**src/rtl/serial_arith_pkg.sv**
```systemverilog
// Shared definitions for the serial arithmetic stages: FSM encoding and the
// default operand width.
package serial_arith_pkg;

  localparam int DEFAULT_WIDTH = 32;

  typedef enum logic [1:0] {
    IDLE = 2'd0,
    RUN  = 2'd1,
    DONE = 2'd2
  } state_e;

endpackage

```
**src/rtl/bit_serial_adder_fa.sv**
```systemverilog
// Single full-adder cell; the only arithmetic in the serial adder datapath.
// Also exposes the propagate term so the caller can build a word-level flag.
module bit_serial_adder_fa (
  input  logic a_i,
  input  logic b_i,
  input  logic cin_i,
  output logic sum_o,
  output logic cout_o,
  output logic prop_o
);

  assign prop_o = a_i ^ b_i;
  assign sum_o  = prop_o ^ cin_i;
  assign cout_o = (a_i & b_i) | (prop_o & cin_i);

endmodule

```
**src/rtl/bit_serial_adder.sv**
```systemverilog
// Bit-serial adder: operands stream LSB-first through one full-adder cell,
// one bit per clock, with valid/ready handshakes on both sides.
module bit_serial_adder
  import serial_arith_pkg::*;
#(
  parameter int WIDTH = DEFAULT_WIDTH
) (
  input  logic             clk,
  input  logic             rst,
  input  logic             in_valid,
  output logic             in_ready,
  input  logic [WIDTH-1:0] a,
  input  logic [WIDTH-1:0] b,
  input  logic             cin,
  output logic             out_valid,
  input  logic             out_ready,
  output logic [WIDTH-1:0] sum,
  output logic             cout,
  output logic             overflow,
  output logic             all_prop
);

  localparam int CNT_W = $clog2(WIDTH);
  localparam logic [CNT_W-1:0] LAST_BIT = CNT_W'(WIDTH - 1);

  state_e             state_q, state_d;
  logic [WIDTH-1:0]   a_sr_q, a_sr_d;
  logic [WIDTH-1:0]   b_sr_q, b_sr_d;
  // The LSB of the sum shift register would only ever fall off on the final
  // shift, which lands directly in sum_q, so only WIDTH-1 bits are kept.
  logic [WIDTH-2:0]   sum_sr_q, sum_sr_d;
  logic               carry_q, carry_d;
  logic               prop_acc_q, prop_acc_d;
  logic [CNT_W-1:0]   bit_cnt_q, bit_cnt_d;
  logic [WIDTH-1:0]   sum_q, sum_d;
  logic               cout_q, cout_d;
  logic               overflow_q, overflow_d;
  logic               all_prop_q, all_prop_d;

  logic               fa_sum;
  logic               fa_cout;
  logic               fa_prop;
  logic [WIDTH-1:0]   sum_shift;

  bit_serial_adder_fa u_fa (
    .a_i    (a_sr_q[0]),
    .b_i    (b_sr_q[0]),
    .cin_i  (carry_q),
    .sum_o  (fa_sum),
    .cout_o (fa_cout),
    .prop_o (fa_prop)
  );

  assign sum_shift = {fa_sum, sum_sr_q};

  always_comb begin
    state_d    = state_q;
    a_sr_d     = a_sr_q;
    b_sr_d     = b_sr_q;
    sum_sr_d   = sum_sr_q;
    carry_d    = carry_q;
    prop_acc_d = prop_acc_q;
    bit_cnt_d  = bit_cnt_q;
    sum_d      = sum_q;
    cout_d     = cout_q;
    overflow_d = overflow_q;
    all_prop_d = all_prop_q;

    case (state_q)
      IDLE: begin
        if (in_valid) begin
          a_sr_d     = a;
          b_sr_d     = b;
          carry_d    = cin;
          prop_acc_d = 1'b1;
          bit_cnt_d  = '0;
          state_d    = RUN;
        end
      end
      RUN: begin
        a_sr_d     = a_sr_q >> 1;
        b_sr_d     = b_sr_q >> 1;
        sum_sr_d   = sum_shift[WIDTH-1:1];
        carry_d    = fa_cout;
        prop_acc_d = prop_acc_q & fa_prop;
        if (bit_cnt_q == LAST_BIT) begin
          // carry_q is still the carry into the MSB on this cycle.
          sum_d      = sum_shift;
          cout_d     = fa_cout;
          overflow_d = carry_q ^ fa_cout;
          all_prop_d = prop_acc_q & fa_prop;
          state_d    = DONE;
        end else begin
          bit_cnt_d = bit_cnt_q + CNT_W'(1);
        end
      end
      DONE: begin
        if (out_ready) begin
          state_d = IDLE;
        end
      end
      default: state_d = IDLE;
    endcase
  end

  always_ff @(posedge clk or posedge rst) begin
    if (rst) begin
      state_q    <= IDLE;
      a_sr_q     <= '0;
      b_sr_q     <= '0;
      sum_sr_q   <= '0;
      carry_q    <= 1'b0;
      prop_acc_q <= 1'b0;
      bit_cnt_q  <= '0;
      sum_q      <= '0;
      cout_q     <= 1'b0;
      overflow_q <= 1'b0;
      all_prop_q <= 1'b0;
    end else begin
      state_q    <= state_d;
      a_sr_q     <= a_sr_d;
      b_sr_q     <= b_sr_d;
      sum_sr_q   <= sum_sr_d;
      carry_q    <= carry_d;
      prop_acc_q <= prop_acc_d;
      bit_cnt_q  <= bit_cnt_d;
      sum_q      <= sum_d;
      cout_q     <= cout_d;
      overflow_q <= overflow_d;
      all_prop_q <= all_prop_d;
    end
  end

  assign in_ready  = (state_q == IDLE);
  assign out_valid = (state_q == DONE);
  assign sum       = sum_q;
  assign cout      = cout_q;
  assign overflow  = overflow_q;
  assign all_prop  = all_prop_q;

endmodule

```
**config.mk**
```make
export PLATFORM = sky130hd
export DESIGN_NAME = bit_serial_adder
export DESIGN_NICKNAME = d
export VERILOG_FILES = /design/src/rtl/serial_arith_pkg.sv /design/src/rtl/bit_serial_adder_fa.sv /design/src/rtl/bit_serial_adder.sv
export SDC_FILE = /design/constraint.sdc
export NUM_CORES = 1
export LEC_CHECK = 0
export CORE_MARGIN = 2
export CORE_UTILIZATION = 53
export DETAILED_ROUTE_END_ITERATION = 8
export PLACE_DENSITY = 0.83
export SYNTH_ARGS = -nofsm -noshare
export SYNTH_HDL_FRONTEND = slang
export SYNTH_SLANG_ARGS = --single-unit
export TNS_END_PERCENT = 20
```
**constraint.sdc**
```tcl
create_clock -name clk -period 5.8 [get_ports clk]
set_input_delay 1.45 -clock clk [delete_from_list [all_inputs] [get_ports clk]]
set_output_delay 1.45 -clock clk [all_outputs]
set_load 0.03 [all_outputs]
```
# Word level (Yosys, flattened, before mapping)
# Index checks and enable logic that the tools add are counted.
[classes] eq_ne=7 addsub=1 mux=15 n_reduce_logical=6 n_bitwise=7
[op_table] operator="$pmux 32 s2" n=2
[op_table] operator="$mux 32" n=2
[op_table] operator="$mux 5" n=2
[op_table] operator="$pmux 5 s2" n=1
[op_table] operator="$mux 2" n=3
[op_table] operator="$ne 2x2->1 const B" n=3
[op_table] operator="$pmux 2 s3" n=1
[op_table] operator="$reduce_and 3->1" n=2
[op_table] operator="$add 5x1->5 const B" n=1
[op_table] operator="$eq 5x5->1 const B" n=1
[op_table] operator="$pmux 1 s2" n=2
[op_table] operator="$reduce_and 2->1" n=2
[op_table] operator="$and 1x1->1" n=3
[op_table] operator="$xor 1x1->1" n=3
[op_table] operator="$eq 2x1->1 const B" n=1
[op_table] operator="$eq 2x2->1 const B" n=1
[op_table] operator="$logic_not 2->1" n=1
[op_table] operator="$mux 1" n=2
[op_table] operator="$ne 2x1->1 const B" n=1
[op_table] operator="$reduce_bool 2->1" n=1
[op_table] operator="$or 1x1->1" n=1
[totals] ff_bits=139 input_bits=69 elab_cells=47

# Longest topological paths before layout
[logic_depth] word_depth=4 mapped_depth=8

# Hierarchy
# A second synthesis with hierarchy kept.
[hier_totals] cells_unflattened=540 hier_area_um2=6024.5
[modules_own_cells] module="bit_serial_adder" cells_per_inst=538 area_per_inst_um2=5992.0 n_inst=1
[modules_own_cells] module="bit_serial_adder_fa" cells_per_inst=2 area_per_inst_um2=32.5 n_inst=1

# Worst setup path before layout
# No wires, ideal clock.
[synth_timing] path_kind="register -> output" startpoint="register state_q[0]" endpoint="output in_ready" setup_slack_ps=3327 arrival_ps=1023 path_stages_with_launch=3 path_buffers=1 required_ps=4350 path_cell_list="dfrtp_1 clkbuf_1 nor2_1"
[synth_between] elab_chain_len=1
[synth_lines] element="start, declared" line="bit_serial_adder.sv:26" rtl="state_e state_q, state_d;"
[synth_lines] element="start signal, assigned" line="bit_serial_adder.sv:120" rtl="state_q <= state_d;"
[synth_lines] element="$logic_not 2->1" line="bit_serial_adder.sv:134" rtl="assign in_ready = (state_q == IDLE);"
[synth_lines] element="end, declared" line="bit_serial_adder.sv:11" rtl="output logic in_ready,"
# Every way passes these cells.

# Worst setup path after layout
[layout_timing] startpoint="register state_q[0]" endpoint="output out_valid"
[layout_between] elab_chain_len=1
[layout_lines] element="$eq 2x2->1" line="bit_serial_adder.sv:135" rtl="assign out_valid = (state_q == DONE);"
[layout_lines] element="end, declared" line="bit_serial_adder.sv:15" rtl="output logic out_valid,"
# Every way passes these cells.

==> metrics.md <==
| Metric | Value |
|---|---|
| Outcome | completed |
| Placeable core region | 10900 um2 |
| Part of the total power dissipated in sequential elements | 38.4% |
| Horizontal die dimension | 110 um |
| Last weighted congestion value of the routability-driven placer | 0.755 |
| Total of endpoints with negative setup slack in the final report | 0 |
| Pins Over Slew Limit | 0 |
| H-tree levels | 4 |
| Total inserted antenna cells | 0 |
| Cell area after synthesis | 5950 um2 |
| Class of the tightest hold or removal check | flop to flop |
| Most frequent cell after synthesis | dfrtp_1 |
| Y dimension of the die | 110 um |
| Clk Latency, worst-skew pair | 0.51 ns |
| Most instantiated cells after synthesis | 139 x dfrtp_1, 71 x nand2_1, 64 x mux2_2, 64 x mux2i_1, 60 x o21ai_1 |
| Number of distinct library cells after synthesis | 29 |
| Max Cap Violations | 0 |
| Number of instances in the synthesized netlist | 473 |
| Ports placed on the boundary | 106 |
| Sw Share | 35.0% |
| Row count | 38 |
| Share of post-route cells with drive strength above 1 | 18.0% |
| Ranking of synthesized cells by area | dfrtp_1 58%, mux2_2 12%, mux2i_1 11%, o21ai_1 5.0%, nand2_1 4.5% |
| Cell type with the highest aggregate area in the netlist | dfrtp_1 |
| Setup repair after global routing missed its margin | no |
| Bufs and invs on worst path | 2 |
| Number of antenna violations at the first check in global routing | 0 |
| Setup_tns | 0 ns |
| Cell chosen for the clock root | clkbuf_8 |
| Syn nets | 546 |
| Total global-route track usage | 20.9% |
| Library cell contributing the largest single delay on the critical path | clkdlybuf4s50_1 |
| Global-route wire length before repair | 19300 um |
| Sequential area share after synthesis | 58.5% |
| Die footprint | 12100 um2 |
| Element type at the critical path start | flop |
| Required arrival time at the worst endpoint | 4.35 ns |
| Largest net degree at the start of global routing | 112 |
| Largest delay share family, worst path | buffers and inverters |
| Count of yosys warnings during synthesis | 0 |
| # hold bufs at CTS | 0 |
| Top flip-flop cell by instance count after synthesis | dfrtp_1 |
| Final HPWL from detailed placement | 7430 um |
| Combinational share of power | 38.5% |
| Via count | 3780 |
| First-iteration detailed-routing DRC count | 152 |
| Slowest cell delay on critical path | 0.67 ns |
| Clock power frac | 23.0% |
| Clock Tree Buf Depth | 2 |
| Measured slew at the worst slew-check pin | 1.02 ns |
| Drt total wl | 11500 um |
| Portion of synthesized cell area occupied by the leading cell type | 58.5% |
| Leakage Power | 3.63 nW |
| Total power per unit cell area | 589 nW/um2 |
| Maximum vdd ir drop | 293 uV |
| Number of port buffers | 105 |
| Wire length per cell after detailed routing | 15.9 um |
| Flop and latch count out of synthesis | 139 |
| Fmax | 287 MHz |
| Final Net Count | 644 |
| Count of endpoints failing hold in the final timing report | 0 |
| Number of buffers created by CTS | 17 |
| Share of async-settable or async-resettable flops after synthesis | 100% |
| Worst setup EP type | output port |
| Crit-path cells | nand2b_1 -> inv_1 -> clkdlybuf4s50_1 |
| Antenna violation net count after detailed routing | 0 |
| Area growth syn-to-layout | 27.1% |
| Overall overflow remaining after global route | 0 |
| Post-cts resize count | 0 |
| Switching power | 0.00156 W |
| Average via count per standard cell | 5.22 |
| Vias in the first global route | 4029 |
| Number of enable-type register cells in the synthesized netlist | 0 |
| Clock-pin slew of the registers on the worst-case setup and hold paths | 0.06 ns |
| Maximum fanout along the worst path | 15 |
| Post-CTS Setup Repair Bufs | 0 |
| Post-layout minimum cycle time | 3.48 ns |
| Data arrival time at the worst-slack endpoint | 2.03 ns |
| Count of clock tree sinks | 139 |
| Synth Area per Inst | 12.6 um2 |
| Post-detailed-route DRC marker count | 0 |
| TritonCTS clock tree | built |
| Initial standard-cell utilization of the core | 54.6% |
| Tightest hold margin | 0.485 ns |
| Critical path class | flop to output port |
| P_int | 0.00289 W |
| First drt pass iteration count | 4 |
| Worst slew margin relative to its limit | 31.9% |
| Final period util | 60.0% |
| Clk_skew | 0.0101 ns |
final cells by class:
| type | count | area, um2 |
|---|---|---|
| Sequential cell | 139 | 3480 |
| Timing Repair Buffer | 110 | 1090 |
| Clock inverter | 15 | 150 |
| Tap cell | 140 | 175 |
| Multi-Input combinational cell | 300 | 2240 |
| Inverter | 3 | 16.3 |
| Fill cell | 831 | 3330 |
| Clock buffer | 17 | 414 |
routing by layer:
metal	global-route usage, %	up-vias	wire length, um
met4	8.68	0	177
met3	3.97	13	381
li1	-	1843	-
met5	0	-	0
met2	35.2	71	6020
met1	26.4	1853	4960
layout by cell type, fill, tap and decap left out, types with 2 or more instances in the layout:
master | netlist | routed
nand2_1 | 71 | 71
o21ai_1 | 60 | 60
o21ai_0 | 12 | 12
clkinv_4 | 0 | 2
ha_1 | 3 | 3
clkinvlp_4 | 0 | 4
clkinv_2 | 0 | 5
a21oi_1 | 2 | 2
a22o_1 | 5 | 5
inv_6 | 0 | 3
clkdlybuf4s50_1 | 0 | 105
bufinv_16 | 0 | 2
dfrtp_1 | 139 | 139
mux2i_1 | 64 | 64
clkbuf_16 | 0 | 16
inv_1 | 3 | 2
a22oi_1 | 2 | 2
nor2_1 | 4 | 4
buf_4 | 3 | 5
mux2_2 | 64 | 64
nor2b_1 | 2 | 2
cells by family (layout without fill, tap and decap cells):
| kind of cell | count (synthesis) | in the layout | synth area share, % |
|---|---|---|---|
| mux | 129 | 129 | 23.1 |
| fa+ha+maj | 4 | 4 | 0.967 |
| buf+inv | 34 | 145 | 4.12 |
| xor+xnor | 1 | 1 | 0.147 |
| compound gates | 84 | 84 | 7.66 |
| flops | 139 | 139 | 58.5 |
| simple gates | 82 | 82 | 5.57 |
flip-flops by register name, indices dropped and copies added (netlist names):
signal      count
prop_acc_q      1
all_prop        1
state_q         2
a_sr_q         32
overflow        1
sum_sr_q       31
bit_cnt_q       5
carry_q         1
b_sr_q         32
cout            1
sum            32
metrics by stage:
stage / std cells / cell area, um2 / power, W / utilization, % / setup slack, ns
floorplan: 473 / 5950 / 0.00301 / - / 0.625
global placement: 692 / 7000 / 0.00334 / 64.3 / 2.29
detailed placement: 692 / 7000 / 0.00344 / 64.3 / 2.21
CTS: 724 / 7560 / 0.00450 / 69.5 / 2.29
global route: 724 / 7560 / 0.00475 / 69.5 / 2.23
finish: 724 / 7560 / 0.00445 / 69.5 / 2.32
final timing paths:
path,to,depth (start not counted),from,slack (ns)
setup / recovery,out_valid,3,state_q[0],2.32
hold / removal,a_sr_q[3],2,a_sr_q[3],0.49
setup reg to reg,b_sr_q[22],4,state_q[0],3.08
hold reg to reg,a_sr_q[3],2,a_sr_q[3],0.49
max in group asynchronous,sum[0],3,rst,3.28
min in group asynchronous,sum[21],2,rst,1.54
power groups by stage:
| stage | sequential (W) | clock, W | combinational, W |
|---|---|---|---|
| CTS | 0.00172 | 0.00104 | 0.00174 |
| global route | 0.00177 | 0.00109 | 0.00189 |
| global placement | 0.00169 | 0 | 0.00164 |
| detailed placement | 0.00172 | 0 | 0.00172 |
| finish | 0.00171 | 0.00103 | 0.00172 |
| floorplan | 0.00182 | 0 | 0.00119 |
worst reg2reg max path, delay by kind of cell (launching register included):
kind            cells  cell delay, ns
buf+inv             1            0.81
mux                 1            0.34
simple gates        1            0.73
flops               1            0.64
compound gates      1            0.09
No activity file was read; power rests on OpenSTA's default activity.
